## config.mk

```make
export PLATFORM = sky130hd
export DESIGN_NAME = vga_timing_gen
export DESIGN_NICKNAME = d
export VERILOG_FILES = /design/src/rtl/vga_timing_gen.sv
export SDC_FILE = /design/constraint.sdc
export NUM_CORES = 1
export LEC_CHECK = 0
export BUFFER_PORTS_ARGS = -buffer_cell sky130_fd_sc_hd__buf_2
export CAP_MARGIN = 15
export CORE_MARGIN = 4
export CORE_UTILIZATION = 58
export DETAILED_ROUTE_END_ITERATION = 16
export GPL_TIMING_DRIVEN = 0
export PLACE_DENSITY = 0.83
export SETUP_SLACK_MARGIN = 0.2
export SKIP_LAST_GASP = 1
export SLEW_MARGIN = 20
export SYNTH_ARGS = -nofsm -noshare
export SYNTH_HDL_FRONTEND = slang
export SYNTH_SLANG_ARGS = --single-unit
```

## constraint.sdc

```tcl
create_clock -name clock -period 3.5 [get_ports clock]
set_input_delay 0.35 -clock clock [delete_from_list [all_inputs] [get_ports clock]]
set_output_delay 0.35 -clock clock [all_outputs]
set_load 0.05 [all_outputs]
```

## src/rtl/vga_timing_gen.sv

```systemverilog
// vga_timing_gen: parametrised VGA raster timing with pixel divider, sync decode and pixel-tick delay line
module vga_timing_gen #(
    parameter int CW        = 10,
    parameter int HACTIVE   = 640,
    parameter int HFRONT    = 16,
    parameter int HSYNC     = 96,
    parameter int HBACK     = 48,
    parameter int VACTIVE   = 480,
    parameter int VFRONT    = 10,
    parameter int VSYNC     = 2,
    parameter int VBACK     = 33,
    parameter int HSYNC_POL = 0,
    parameter int VSYNC_POL = 0,
    parameter int CLK_DIV   = 2,
    parameter int PIPE      = 0
) (
    input  logic          clock,
    input  logic          reset,
    input  logic          enable,
    output logic          pixelTick,
    output logic          hSync,
    output logic          vSync,
    output logic          bright,
    output logic [CW-1:0] hCount,
    output logic [CW-1:0] vCount,
    output logic          lineStart,
    output logic          frameStart
);
    localparam int HTOTAL = HACTIVE + HFRONT + HSYNC + HBACK;
    localparam int VTOTAL = VACTIVE + VFRONT + VSYNC + VBACK;
    localparam int DW = CLK_DIV > 1 ? $clog2(CLK_DIV) : 1;
    localparam logic [DW-1:0] D_LAST = DW'(CLK_DIV - 1);
    localparam logic [CW-1:0] H_LAST = CW'(HTOTAL - 1);
    localparam logic [CW-1:0] V_LAST = CW'(VTOTAL - 1);
    localparam logic [CW-1:0] H_ACT = CW'(HACTIVE);
    localparam logic [CW-1:0] V_ACT = CW'(VACTIVE);
    localparam logic [CW-1:0] H_SS = CW'(HACTIVE + HFRONT);
    localparam logic [CW-1:0] H_SE = CW'(HACTIVE + HFRONT + HSYNC);
    localparam logic [CW-1:0] V_SS = CW'(VACTIVE + VFRONT);
    localparam logic [CW-1:0] V_SE = CW'(VACTIVE + VFRONT + VSYNC);
    localparam logic HP = HSYNC_POL != 0;
    localparam logic VP = VSYNC_POL != 0;
    localparam logic [2:0] IDLE = {~HP, ~VP, 1'b0};

    logic [DW-1:0] div_q, div_d;
    logic [CW-1:0] h_q, h_d, v_q, v_d;
    logic [PIPE:0][2:0] pipe_q, pipe_d;
    logic line_q, line_d, frame_q, frame_d;
    logic tick, h_wrap;
    logic [2:0] raw;

    // stage 0 holds the decode of the next counts; stage PIPE drives the pins
    always_comb begin
        tick = enable && div_q == D_LAST;
        h_wrap = h_q == H_LAST;
        div_d = enable ? (div_q == D_LAST ? '0 : div_q + 1'b1) : div_q;
        h_d = tick ? (h_wrap ? '0 : h_q + 1'b1) : h_q;
        v_d = tick && h_wrap ? (v_q == V_LAST ? '0 : v_q + 1'b1) : v_q;
        raw = {(h_d >= H_SS && h_d < H_SE) ? HP : ~HP,
               (v_d >= V_SS && v_d < V_SE) ? VP : ~VP,
               h_d < H_ACT && v_d < V_ACT};
        pipe_d = pipe_q;
        if (tick) begin
            pipe_d[0] = raw;
            for (int i = 1; i <= PIPE; i++) pipe_d[i] = pipe_q[i-1];
        end
        line_d = tick && h_wrap;
        frame_d = line_d && v_q == V_LAST;
    end

    always_ff @(posedge clock) begin
        if (reset) begin
            div_q   <= '0;
            h_q     <= H_LAST;
            v_q     <= V_LAST;
            pipe_q  <= {(PIPE + 1){IDLE}};
            line_q  <= 1'b0;
            frame_q <= 1'b0;
        end else begin
            div_q   <= div_d;
            h_q     <= h_d;
            v_q     <= v_d;
            pipe_q  <= pipe_d;
            line_q  <= line_d;
            frame_q <= frame_d;
        end
    end

    assign pixelTick  = tick;
    assign hSync      = pipe_q[PIPE][2];
    assign vSync      = pipe_q[PIPE][1];
    assign bright     = pipe_q[PIPE][0];
    assign hCount     = h_q;
    assign vCount     = v_q;
    assign lineStart  = line_q && enable;
    assign frameStart = frame_q && enable;
endmodule

```

==> metrics.md <==
| Metric | Value |
|---|---|
| Resized Gates After CTS | 0 |
| Largest net degree at the start of global routing | 16 |
| Vias in the first global route | 1433 |
| Share of Yosys cell area claimed by the top area cell type | 0.344 |
| Die Y | 59.1 µm |
| CTS root buf | clkbuf_4 |
| Gpl congestion | 0.887 |
| Main synth FF type | dfxtp_1 |
| Leak Pwr | ~0.7 nW |
| Final hold vios | 0 |
| Via count | ~1500 |
| # diodes | 0 |
| Critical Path RT | 3.74 ns |
| Nets | 216 |
| I/O Pins | 29 |
| Slew @ Worst Pin | 0.806 ns |
| Tmin final | 2.45 ns |
| I/O Buffers | 27 |
| Synthesized instance count | roughly 180 |
| Rel. slew slack | 0.458 |
| Clock slew at reported path FFs | 0.15 ns |
| Final ANT Viol Nets | 0 |
| Outcome | finished clean |
| Initial antenna violation count | 0 |
| Post-CTS Setup Bufs | 0 |
| Worst VDD drop | 0.315 mV |
| CTS buffer count | 3 |
| Final Cycle Share | 0.699 |
| DRC violations left | 0 |
| FILL cells | around 210 |
| PwrDens | 415 mW/mm² |
| Mapped Area | 0.00151 mm² |
| WL/cell | approximately 16 µm |
| Drt pass-1 iters | 5 |
| Crit path kind | flop to flop |
| Fin cells | 239 |
| Synth unique cells | 51 |
| Placed instance count | ~240 |
| RSZ-0062 raised after global routing | false |
| Starting Density | 0.611 |
| HPWL after DPL | ~2800 µm |
| Cts hold-fix bufs | 0 |
| Synth async-reset ratio | 0 |
| CP endpoint kind | flop |
| Area growth syn-to-layout | 14.9% |
| DRT iter0 DRCs | 79 |
| Final setup fails | 0 |
| Seq/Total Area, Yosys | 0.344 |
| Syn Nets | 184 |
| First-pass GRT wire length | 6500 µm |
| Post-synth EDFFs | 0 |
| Core Region | 0.00248 mm² |
| Largest cells by area after synthesis | dfxtp_1, nand2_1, nor2_1 |
| Clock Latency Late Sink | 0.33 ns |
| CP Max Fanout | 6 |
| CTS tree | yes |
| Max Clock Skew | 0.0126 ns |
| Wirelength, routed | 3750 µm |
| H-tree Lvls | 1 |
| Max Fclk | 409 MHz |
| Die area | about 0.0035 mm² |
| Vias/cell | 6.07 |
| Setup total negative slack | 0 ns |
| Synth Area per Inst | 8.51 µm² |
| Startpoint Class | flop |
| Chip width | 59.1 µm |
| Synth Register Bits | 26 |
| Worst hold path class | input port to flop |
| Gr ovfl total | 0 |
| Layout cell share with drive strength beyond 1 | 0.230 |
| Yosys warning count | 0 |
| Dominant cell type by area after synthesis | dfxtp_1 |
| # rows | 18 |
| Clock sink count | 26 |
| GR Util All Layers | 0.239 |
| Crit path DAT | roughly 2.7 ns |
| Total of max-cap violations | 0 |
| Slew Limit Fails | 0 |
| Clock Path Buffers | 2 |
-- sequential cells by signal (all words and copies together) (netlist names) --
| register | flops |
|---|---|
| hCount | 10 |
| vCount | 10 |
| line_q | 1 |
| frame_q | 1 |
| pipe_q | 3 |
| div_q | 1 |
-- worst paths after layout --
path                               start                endpoint  slack, ns  cells past startpoint
setup / recovery    vCount[0]$_SDFF_PP0_  pipe_q[0]$_SDFFE_PP0N_       1.05                      8
hold / removal                     reset  pipe_q[0]$_SDFFE_PP0N_       0.27                      2
setup reg to reg    vCount[0]$_SDFF_PP0_  pipe_q[0]$_SDFFE_PP0N_       1.05                      8
hold reg to reg   pipe_q[0]$_SDFFE_PP0N_  pipe_q[0]$_SDFFE_PP0N_       0.52                      2
-- report_power, final --
part           internal (mW)  total, mW  switching (mW)
Sequential             0.309      0.326          0.0171
Combinational         0.0559      0.185           0.129
Clock                  0.116      0.210          0.0942
-- Yosys cell counts, types with 2 or more instances --
cell type,number
dfxtp_1,26
clkbuf_8,2
and2_1,3
mux2i_1,2
xor2_1,5
o311ai_0,3
a31oi_1,2
nor4_1,6
o211a_1,2
clkbuf_1,3
nand2_1,17
nor4_2,2
ha_1,3
inv_1,8
nor2_1,16
o21ai_0,5
nor3_1,10
xnor2_1,6
nand3_1,10
or4_4,2
nor3b_1,2
nand4_1,4
a211oi_1,2
a21oi_1,6
nand2b_1,2
or3_1,4
-- routing by layer --
metal,GRT usage,part of all wire,up-vias
li1,-,-,716
met4,0.0874,0.019,0
met1,0.297,0.44,669
met5,0,0,-
met2,0.426,0.49,57
met3,0.0240,0.055,9
-- worst max-delay path, cell delays in order, from the launching register on --
cell	delay, ns
dfxtp_1	0.39
inv_1	0.09
ha_1	0.17
or4b_4	0.48
nor4_2	0.45
o21ai_1	0.13
mux2i_1	0.27
nand2_1	0.10
o41ai_2	0.26
-- cell usage in the layout, fill, tap and decap left out, types with 5 or more instances in the layout --
master | synthesis | layout
a21oi_1 | 6 | 6
nor2_1 | 16 | 16
buf_2 | 0 | 27
xnor2_1 | 6 | 6
xor2_1 | 5 | 5
inv_1 | 8 | 8
nor3_1 | 10 | 10
nand3_1 | 10 | 10
o21ai_0 | 5 | 5
nand2_1 | 17 | 17
nor4_1 | 6 | 6
dfxtp_1 | 26 | 26
-- cells by family (layout without fill, tap and decap cells) --
logic type | after synthesis | count (layout) | share of synthesized area
simple gates | 90 | 90 | 0.346
compound gates | 31 | 31 | 0.153
flops | 26 | 26 | 0.344
buf+inv | 15 | 46 | 0.0554
xor+xnor | 11 | 11 | 0.0636
fa+ha+maj | 3 | 3 | 0.0248
mux | 2 | 2 | 0.0132
-- metrics by stage --
stage               setup slack (ns)  utilization  power [mW]  instance area [µm²]  hold WS (ns)
finish                          1.05        0.702       0.722                 1740         0.267
global route                   0.929        0.702       0.754                 1740         0.270
CTS                             1.08        0.702       0.724                 1740         0.262
detailed placement              1.14        0.681       0.513                 1690         0.498
global placement                1.16        0.681       0.508                 1690         0.486
floorplan                       1.05            -       0.472                 1510         0.487
-- cell type report --
| cell class | count | area (µm²) | share of cell area |
|---|---|---|---|
| Inverter | 9 | 33.8 | 0.0194 |
| Timing Repair Buffer | 27 | 135 | 0.0777 |
| Multi-Input combinational cell | 137 | 910 | 0.523 |
| Buffer | 6 | 50.0 | 0.0288 |
| Sequential cell | 26 | 520 | 0.299 |
| Tap cell | 30 | 37.5 | 0.0216 |
| Clock inverter | 1 | 30.0 | 0.0173 |
| Clock buffer | 3 | 22.5 | 0.0129 |
Note: power is estimated with default switching activity, not from simulation.
